[src/rtl/letc_mem_arbiter.sv]
// letc_mem_arbiter: round-robin arbiter sharing one memory port, one transaction in flight.
// Define LETC_ARB_TIMEOUT_EN to bound the WAIT state to TIMEOUT_CYCLES with an error response.
module letc_mem_arbiter #(
    parameter int NUM_REQ        = 2,
    parameter int TIMEOUT_CYCLES = 256
) (
    input  logic                  clk,
    input  logic                  rst,
    input  logic [NUM_REQ-1:0]    i_req_valid,
    output logic [NUM_REQ-1:0]    o_req_ready,
    input  logic [NUM_REQ*32-1:0] i_req_addr,
    input  logic [NUM_REQ-1:0]    i_req_wen,
    input  logic [NUM_REQ*4-1:0]  i_req_wstrb,
    input  logic [NUM_REQ*32-1:0] i_req_wdata,
    output logic [NUM_REQ-1:0]    o_rsp_valid,
    output logic [31:0]           o_rsp_rdata,
    output logic                  o_rsp_err,
    output logic                  o_mem_valid,
    input  logic                  i_mem_ready,
    output logic [31:0]           o_mem_addr,
    output logic                  o_mem_wen,
    output logic [3:0]            o_mem_wstrb,
    output logic [31:0]           o_mem_wdata,
    input  logic                  i_mem_rsp_valid,
    input  logic [31:0]           i_mem_rsp_rdata,
    input  logic                  i_mem_rsp_err
);
    localparam int IW = $clog2(NUM_REQ);

    if (NUM_REQ < 2 || NUM_REQ > 8 || TIMEOUT_CYCLES < 1) begin : g_bad_param
        $error("letc_mem_arbiter: unsupported parameters");
    end

    typedef enum logic [1:0] {IDLE, REQ, WAIT, RESP} state_t;

    state_t        r_state, w_next;
    logic [IW-1:0] r_ptr, r_grant, w_win;
    logic          w_any, w_timeout, w_wen;
    logic [31:0]   w_addr, w_wdata;
    logic [3:0]    w_wstrb;
    logic [31:0]   r_addr, r_wdata, r_rdata;
    logic          r_wen, r_err;
    logic [3:0]    r_wstrb;

    always_comb begin
        w_any   = |i_req_valid;
        w_win   = '0;
        w_addr  = '0;
        w_wen   = 1'b0;
        w_wstrb = '0;
        w_wdata = '0;
        for (int i = NUM_REQ - 1; i >= 0; i--)
            if (i_req_valid[i]) w_win = IW'(i);
        // any valid requester at or after the pointer beats the wrapped-around lowest one
        for (int i = NUM_REQ - 1; i >= 0; i--)
            if (i_req_valid[i] && i >= int'(r_ptr)) w_win = IW'(i);
        for (int i = 0; i < NUM_REQ; i++)
            if (w_win == IW'(i)) begin
                w_addr  = i_req_addr[i*32 +: 32];
                w_wen   = i_req_wen[i];
                w_wstrb = i_req_wstrb[i*4 +: 4];
                w_wdata = i_req_wdata[i*32 +: 32];
            end
    end

`ifdef LETC_ARB_TIMEOUT_EN
    localparam int CW = $clog2(TIMEOUT_CYCLES + 1);
    logic [CW-1:0] r_cnt;
    assign w_timeout = r_state == WAIT && !i_mem_rsp_valid && r_cnt == CW'(TIMEOUT_CYCLES - 1);
    always_ff @(posedge clk)
        if (rst || r_state != WAIT) r_cnt <= '0;
        else r_cnt <= r_cnt + 1'b1;
`else
    assign w_timeout = 1'b0;
`endif

    always_comb begin
        w_next = r_state;
        case (r_state)
            IDLE:    if (w_any) w_next = REQ;
            REQ:     if (i_mem_ready) w_next = WAIT;
            WAIT:    if (i_mem_rsp_valid || w_timeout) w_next = RESP;
            default: w_next = IDLE;
        endcase
    end

    always_ff @(posedge clk) begin
        if (rst) begin
            r_state <= IDLE;
            r_ptr   <= '0;
            r_grant <= '0;
            r_addr  <= '0;
            r_wen   <= 1'b0;
            r_wstrb <= '0;
            r_wdata <= '0;
            r_rdata <= '0;
            r_err   <= 1'b0;
        end else begin
            r_state <= w_next;
            if (r_state == IDLE && w_any) begin
                r_grant <= w_win;
                r_addr  <= w_addr;
                r_wen   <= w_wen;
                r_wstrb <= w_wstrb;
                r_wdata <= w_wdata;
            end
            if (r_state == WAIT && i_mem_rsp_valid) begin
                r_rdata <= i_mem_rsp_rdata;
                r_err   <= i_mem_rsp_err;
            end else if (w_timeout) begin
                r_rdata <= '0;
                r_err   <= 1'b1;
            end
            if (r_state == RESP)
                r_ptr <= (int'(r_grant) == NUM_REQ - 1) ? '0 : r_grant + 1'b1;
        end
    end

    // accepts are suppressed while rst is high since nothing would be captured
    assign o_req_ready = (r_state == IDLE && !rst && w_any) ? NUM_REQ'(1) << w_win : '0;
    assign o_rsp_valid = (r_state == RESP) ? NUM_REQ'(1) << r_grant : '0;
    assign o_rsp_rdata = (r_state == RESP) ? r_rdata : '0;
    assign o_rsp_err   = (r_state == RESP) && r_err;
    assign o_mem_valid = r_state == REQ;
    assign o_mem_addr  = r_addr;
    assign o_mem_wen   = r_wen;
    assign o_mem_wstrb = r_wstrb;
    assign o_mem_wdata = r_wdata;
endmodule
[config.mk]
export PLATFORM = sky130hd
export DESIGN_NAME = letc_mem_arbiter
export DESIGN_NICKNAME = d
export VERILOG_FILES = /design/src/rtl/letc_mem_arbiter.sv
export SDC_FILE = /design/constraint.sdc
export NUM_CORES = 1
export LEC_CHECK = 0
export BUFFER_PORTS_ARGS = -buffer_cell sky130_fd_sc_hd__buf_2
export CORE_AREA = 2 2 110 112
export DETAILED_ROUTE_END_ITERATION = 16
export DIE_AREA = 0 0 112 114
export PLACE_DENSITY = 0.75
export SLEW_MARGIN = 20
export SYNTH_ARGS = -nofsm -noshare
export SYNTH_HDL_FRONTEND = slang
export SYNTH_SLANG_ARGS = --single-unit
[constraint.sdc]
create_clock -name clk -period 1.94 [get_ports clk]
set_clock_uncertainty 0.1 [all_clocks]
set_input_delay 0.388 -clock clk [delete_from_list [all_inputs] [get_ports clk]]
set_output_delay 0.388 -clock clk [all_outputs]
set_load 0.02 [all_outputs]
== Yosys cells after proc, flatten, opt, wreduce, memory -nomap -nowiden ==
Index checks and enable logic that the tools add are counted.
Storage, ports and cells
  register bits: 106
  input port bits: 177
  word-level logic and storage cells: 43
Cells by class
  add/subtract/negate cells: 1
  magnitude comparators: 1
  equality and inequality tests: 6
  shift operators: 2
  muxes and demuxes: 14
  reduce and logical (&&, ||, !) cells: 10
Operators with widths (number)
  $mux 32: 3
  $mux 2: 5
  $logic_and 1x1->1: 6
  $pmux 2 s3: 1
  $eq 2x2->1 const B: 2
  $mux 1: 4
  $mux 4: 1
  $ne 2x2->1 const B: 2
  $shl 1x1->2 const A: 2
  $reduce_and 3->1: 1
  $eq 2x1->1 const B: 1
  $logic_not 2->1: 1
  $ne 2x1->1 const B: 1
  $reduce_or 2->1: 1
  $add 1x1->1 const B: 1
  $ge 1x1->1 const A: 1
  $logic_not 1->1: 1

== Depth between registers and ports, before layout ==
Gate-level depths: netlist (run 1).
  depth in word-level cells: 5
  mapped depth: 7
  depth with buffers taken out: 5

== Worst setup path after synthesis (run 1) ==
Ideal clock, no wire load.
  kind: reg-to-output
  from: register r_state[0]
  to: output port o_req_ready[1]
  data arrival time: 1580 ps
  data required time: 1452 ps
  path slack: -128 ps
  stages on the path, launching flop included: 7
  path through: dfxtp_1 > inv_1 > ha_1 > nand2b_1 > buf_6 > clkbuf_1 > nor3b_1
Between the ends
  word-level cells in the longest chain between the ends: 4
Ends and longest elaborated chain
  from (decl): line 36  | state_t r_state, w_next;
  from (signal assigned): line 99  | r_state <= w_next;
  $logic_not 2->1: line 120  | assign o_req_ready = (r_state == IDLE && !rst && w_any) ? NUM_REQ'(1) << w_win : '0;
  $logic_and 1x1->1 (2 in series): line 120
  $mux 2: line 120
  to (decl): line 10  | output logic [NUM_REQ-1:0] o_req_ready,
No other way between the ends.

== Worst setup path after layout (run 1) ==
  from: register r_state[1]
  to: output port o_req_ready[1]
Same word-level chain as after synthesis.

==> results of run 1 <==
sequential cells by signal, indices dropped and copies added (netlist names):
name	count
r_rdata	32
o_mem_wstrb	4
r_grant	1
o_mem_wen	1
r_err	1
o_mem_wdata	32
r_state	2
r_ptr	1
o_mem_addr	32
area by class of cell:
| type | instances | area [um2] | area share [%] |
|---|---|---|---|
| Clock buffer | 11 | 233 | 3.54 |
| Inverter | 5 | 21.3 | 0.323 |
| Sequential cell | 106 | 2130 | 32.3 |
| Timing Repair Buffer | 314 | 1740 | 26.4 |
| Clock inverter | 5 | 103 | 1.56 |
| Tap cell | 147 | 184 | 2.80 |
| Multi-Input combinational cell | 365 | 2170 | 33.0 |
path summary, 6_finish.rpt:
check / endpoint / slack [ns] / cells past startpoint
max: o_req_ready[1] / -0.01 / 6
min reg2reg: r_rdata[4]$_SDFFE_PP0P_ / 0.35 / 2
min: o_mem_wdata[28]$_SDFFE_PP0P_ / 0.16 / 2
max reg2reg: o_mem_addr[2]$_SDFFE_PP0P_ / 0.12 / 8
cells in the mapped netlist (all sizes together), types with 3 or more instances:
cell	number
nand2b	3
ha	4
and2	35
a221o	69
clkbuf	23
nor2	4
dfxtp	106
inv	4
nand2	136
a21oi	33
nor2b	3
buf	30
nor3	70
placed cells by master (no fill, tap or decap), types with 2 or more instances in the layout:
cell,count
buf_2,281
nand2b_1,2
bufinv_16,3
clkbuf_16,9
nor3_1,70
dfxtp_1,104
a21oi_1,33
buf_12,5
ha_1,3
a221o_1,69
buf_4,23
nor2_1,3
buf_6,4
inv_2,2
nand2_1,136
clkbuf_1,2
and2_1,35
stage by stage:
step                utilization (%)  setup TNS (ns)
floorplan                         -               0
global placement               52.2               0
detailed placement             52.2               0
CTS                            55.9         -0.0878
global route                   56.2           -2.10
finish                         56.2         -0.0107
power by group through the flow:
stage,Clock [mW],Sequential (mW),Combinational (mW)
final,2.07,2.86,2.75
after floorplan,0,3.30,1.22
after CTS,2.11,2.85,2.71
after global routing,2.19,2.91,2.96
after detailed placement,0,2.88,2.58
after global placement,0,2.88,2.54
what timing repair did:
item	4_1_cts	5_1_grt
pin swaps	2	4
gates cloned	0	0
hold buffers	0	0
endpoints found under the setup margin	36	38
gates resized for setup	16	3
buffers inserted	6	3
layer usage:
layer  up-vias  global-route usage (%)  wire, um
met4         0                    9.27       427
met3        33                    4.20      1060
met1      2295                    28.0      6190
li1       2415                       -         -
met5         -                       0         0
met2       217                    35.6      6980
worst max-delay path, cell delays in order, from the launching register on:
cell	delay (ns)
dfxtp_4	0.36
inv_4	0.06
ha_4	0.14
nand2b_4	0.07
buf_6	0.12
nor3b_4	0.21
buf_6	0.15
logic make-up (layout without fill, tap and decap cells):
family | Yosys count | after routing | share of synthesized area (%)
fa+ha+maj | 4 | 4 | 1.10
mux | 2 | 2 | 0.468
simple gates | 252 | 252 | 25.1
flops | 106 | 106 | 46.7
compound gates | 107 | 107 | 20.0
buf+inv | 58 | 335 | 6.58
==> out/qor.yml, run 1 <==
status: "finished, violations left"
violations: "negative setup slack"
ios: 284
grt_max_degree: 70
die_w_um: 112
ys_async_sr_fraction_pct: 0
firstDrtPassIters: 7
grt_pass1_vias: 4419
dieHeight_um: 114
synth_edf_count: 0
p_sw_mw: 2.64
cts_tree: "built"
comb_power_share_pct: 35.9
hold_path_class: "input port to flop"
yosysSeqAreaShare_pct: 46.7
startpoint: "r_state[1]$_SDFFE_PP0P_"
yosysTopAreaCell: "dfxtp_1"
cts.sinks: 106
worstSkewPairLatency_ns: 0.34
start_util_pct: 38.8
period_needed_ns: 1.95
p_int_mw: 5.03
p_seq_share_pct: 37.2
fp.dieArea_mm2: 0.0128
drt_wl_total_um: 14700
cap_viol_max_count: 0
vias: 4960
io_buffers: 283
ys_warn_count: 0
hold_start: "i_req_wdata[28]"
postRouteAntennaNets: 0
wire_per_inst_um: 15.4
avgViaCountPerCell: 5.20
crit_type: "flop to primary output"
syn_inst: 529
synth_top_area_share_pct: 46.7
fin_ws_ns: -0.0107
synth_ff_type: "dfxtp_1"
grt_overflow: 0
cts_inserted_buffers: 9
cp.required_ns: 1.45
drc: 0
cts_buffer_depth: 2
critPathLaunchType: "flop"
p_leak_nw: 3.21
n_fill_cell: 1122
routabilityCongestion: 0.797
vdd_drop_max_mv: 0.736
switching_share_pct: 34.4
setup_viol: 1
r2r-start: "r_state[1]$_SDFFE_PP0P_"
power_mw: 7.67
final_cell_area_mm2: 0.00658
synth_cell_type_count: 25
rsz0062_at_grt: "yes"
synth_area_mm2: 0.00454
holdWs_ns: 0.157
crit_fanout: 4
finalMaxSlewViolations: 0
dpl.hpwl_um: 10300
track_usage_pct: 21.6
fin_crit_sh_pct: 101
post-place-cells: 928
powerDensity_mw_per_mm2: 1170
drive_above_1_share_pct: 42.2
core-area_mm2: 0.0117
clock.fmax_mhz: 513
diodes: 0
clkTransAtPathRegs_ns: 0.07
syn_avg_cell_area_um2: 8.59
htree_levels: 3
synth_area_leaders: "dfxtp_1, a221o_1, nand2_1"
dpl_cell_area_mm2: 0.00611
synth_seq_cells: 106
relSlewSlack_pct: 71.1
dr.first_iter.drc_count: 544
antenna_found_initial: 0
grt_pass1_wl_um: 22400
tightestPinTransition_ns: 0.433
fin_cells: 953
nNetsFinal: 982
syn_nets: 710
root_buffer: "clkbuf_16"
syn_to_final_growth_pct: 44.8
hold_violations: 0
cp.arrival_ns: 1.46
post-place-ws_ns: 0.0844
placement_rows: 40
end_kind: "primary output"
pwr-share-clk_pct: 26.9
No activity file was read; power rests on OpenSTA's default activity.
==> run 2, diff against run 1 <==
Settings changed: CORE_AREA 2 2 110 112 to default, CORE_MARGIN from default to 2, CORE_UTILIZATION from default to 40, DIE_AREA 0 0 112 114 to default, PLACE_DENSITY 0.75 to 0.76.
==> out/qor.yml, run 2 (synthesis results as in run 1) <==
finalMaxSlewViolations: 0  # unchanged
grt_overflow: 0  # unchanged
cp.arrival_ns: 1.42  # -0.04 ns
die_w_um: 111  # -1.3%
critPathLaunchType: "flop"
firstDrtPassIters: 5  # -2
tightestPinTransition_ns: 0.473  # +0.0396 ns
fin_ws_ns: 0.0368  # +0.0475 ns
syn_to_final_growth_pct: 43.3
routed.top_layer: "met4"
cp.required_ns: 1.45  # about the same
slowest_delay_ns: 0.37  # about the same
powerDensity_mw_per_mm2: 1150  # -1.2%
grt_max_degree: 70  # unchanged
clock.fmax_mhz: 525  # +2.5%
diodes: 0  # unchanged
mostFrequentLayoutCells: "buf_2, nand2_1, dfxtp_1"
htree_levels: 3  # unchanged
layout_commonest_cell: "buf_2"
worstPathCellList: "inv_4 -> ha_4 -> nand2b_4 -> a211oi_4 -> buf_6"
period_needed_ns: 1.90  # -0.0475 ns
cap_viol_max_count: 0  # unchanged
antenna_found_initial: 0  # unchanged
grt_pass1_wl_um: 23600  # +5.2%
ios: 284  # unchanged
dpl.hpwl_um: 10300  # -0.42%
post-place-ws_ns: 0.0520  # -0.0323 ns
grt_pass1_vias: 4782  # +8.2%
relSlewSlack_pct: 68.5  # -2.6 points
cts.sinks: 106  # unchanged
dpl_cell_area_mm2: 0.00604  # -1.2%
start_util_pct: 41.4  # +2.6 points
drive_above_1_share_pct: 42.1  # -0.059 points
crit_type: "flop to primary output"
power_mw: 7.50  # -2.2%
avgViaCountPerCell: 5.33  # +2.4%
clkTransAtPathRegs_ns: 0.07  # about the same
p_leak_nw: 3.17  # -1.1%
cts_tree: "built"
drt_wl_total_um: 14800  # +1.3%
n_fill_cell: 1003  # -11%
final_cell_area_mm2: 0.00651  # -1.0%
placement_rows: 38  # -5.0%
wl_met1_um: 6160  # -0.45%
crit_fanout: 4  # unchanged
fp.dieArea_mm2: 0.0122  # -4.2%
vias: 5011  # +1.0%
postRouteAntennaNets: 0  # unchanged
end_kind: "primary output"
crit_path_top_delay_cell: "dfxtp_4"
core-area_mm2: 0.0110  # -6.2%
met3WireLength_um: 938  # -12%
fin_crit_sh_pct: 98.1  # -2.4 points
cts_buffer_depth: 2  # unchanged
routabilityCongestion: 0.908  # +14%
dieHeight_um: 111  # -3.0%
dr.first_iter.drc_count: 459  # -16%
vdd_drop_max_mv: 0.698  # -5.1%
worstSkewPairLatency_ns: 0.34  # about the same
holdBufCountCts: 0  # unchanged
status: "finished, final reports clean"
nNetsFinal: 976  # -0.61%
drc: 0  # unchanged
rsz0062_at_grt: "yes"
hold_violations: 0  # unchanged
wire_per_inst_um: 15.8  # +2.7%
track_usage_pct: 23.3  # +1.6 points
cts_inserted_buffers: 9  # unchanged
setup_viol: 0  # -1
hold_path_class: "input port to flop"
wl_met2_um: 7330  # +5.0%
fin_setup_tns_ns: 0  # +0.0107 ns
io_buffers: 283  # unchanged
root_buffer: "clkbuf_16"
holdWs_ns: 0.166  # +0.00946 ns
==> run 2: cell types whose count changed in the layout (fill, tap and decap cells not counted), sizes merged <==
cell / change
buf: -6
clkinvlp: -1
clkbuf: +1
bufinv: -2
clkinv: +2
==> run 2: stage by stage <==
stage               util, %  cells
floorplan                 -    529
global placement       55.0    914
detailed placement     55.0    914
CTS                    58.7    936
global route           59.3    940
finish                 59.3    940
==> run 2: metal layers <==
layer	up-vias	global-route usage [%]
li1	2402	-
met1	2332	26.9
met2	237	40.5
met3	40	4.94
met4	0	11.8
met5	-	0
==> run 2: cell type report <==
class                           instances  area [um2]  share of cell area (%)
Multi-Input combinational cell        365        2180                    33.5
Tap cell                              140         175                    2.69
Inverter                                5        23.8                   0.365
Sequential cell                       106        2130                    32.7
Timing Repair Buffer                  308        1680                    25.8
Clock inverter                          4        48.8                   0.750
Clock buffer                           12         267                    4.09
==> run 2: final timing paths <==
kind | start | to | slack, ns | cells after the start
setup / recovery | r_state[1]$_SDFFE_PP0P_ | o_req_ready[0] | 0.04 | 5
hold / removal | i_req_wdata[17] | o_mem_wdata[17]$_SDFFE_PP0P_ | 0.17 | 2
setup reg to reg | r_state[0]$_SDFFE_PP0P_ | r_state[0]$_SDFFE_PP0P_ | 0.09 | 5
hold reg to reg | r_rdata[26]$_SDFFE_PP0P_ | r_rdata[26]$_SDFFE_PP0P_ | 0.35 | 2
==> run 2: critical path, delay by kind of cell (launching register included) <==
family	cells	cell delay [ns]
flops	1	0.37
compound gates	1	0.25
buf+inv	2	0.24
fa+ha+maj	1	0.14
simple gates	1	0.08
==> run 2: repair_timing <==
action                                  4_1_cts  5_1_grt
endpoints found under the setup margin       34       31
buffers inserted                              6        4
pin swaps                                     2        3
gates resized for setup                      15        8
==> run 2: power breakdown <==
part           switching (mW)  internal, mW  total [mW]  leakage, nW
combinational            1.59          1.12        2.72         2.14
clock                   0.801          1.11        1.91        0.159
sequential              0.254          2.63        2.88        0.870
total                    2.65          4.85        7.50         3.17
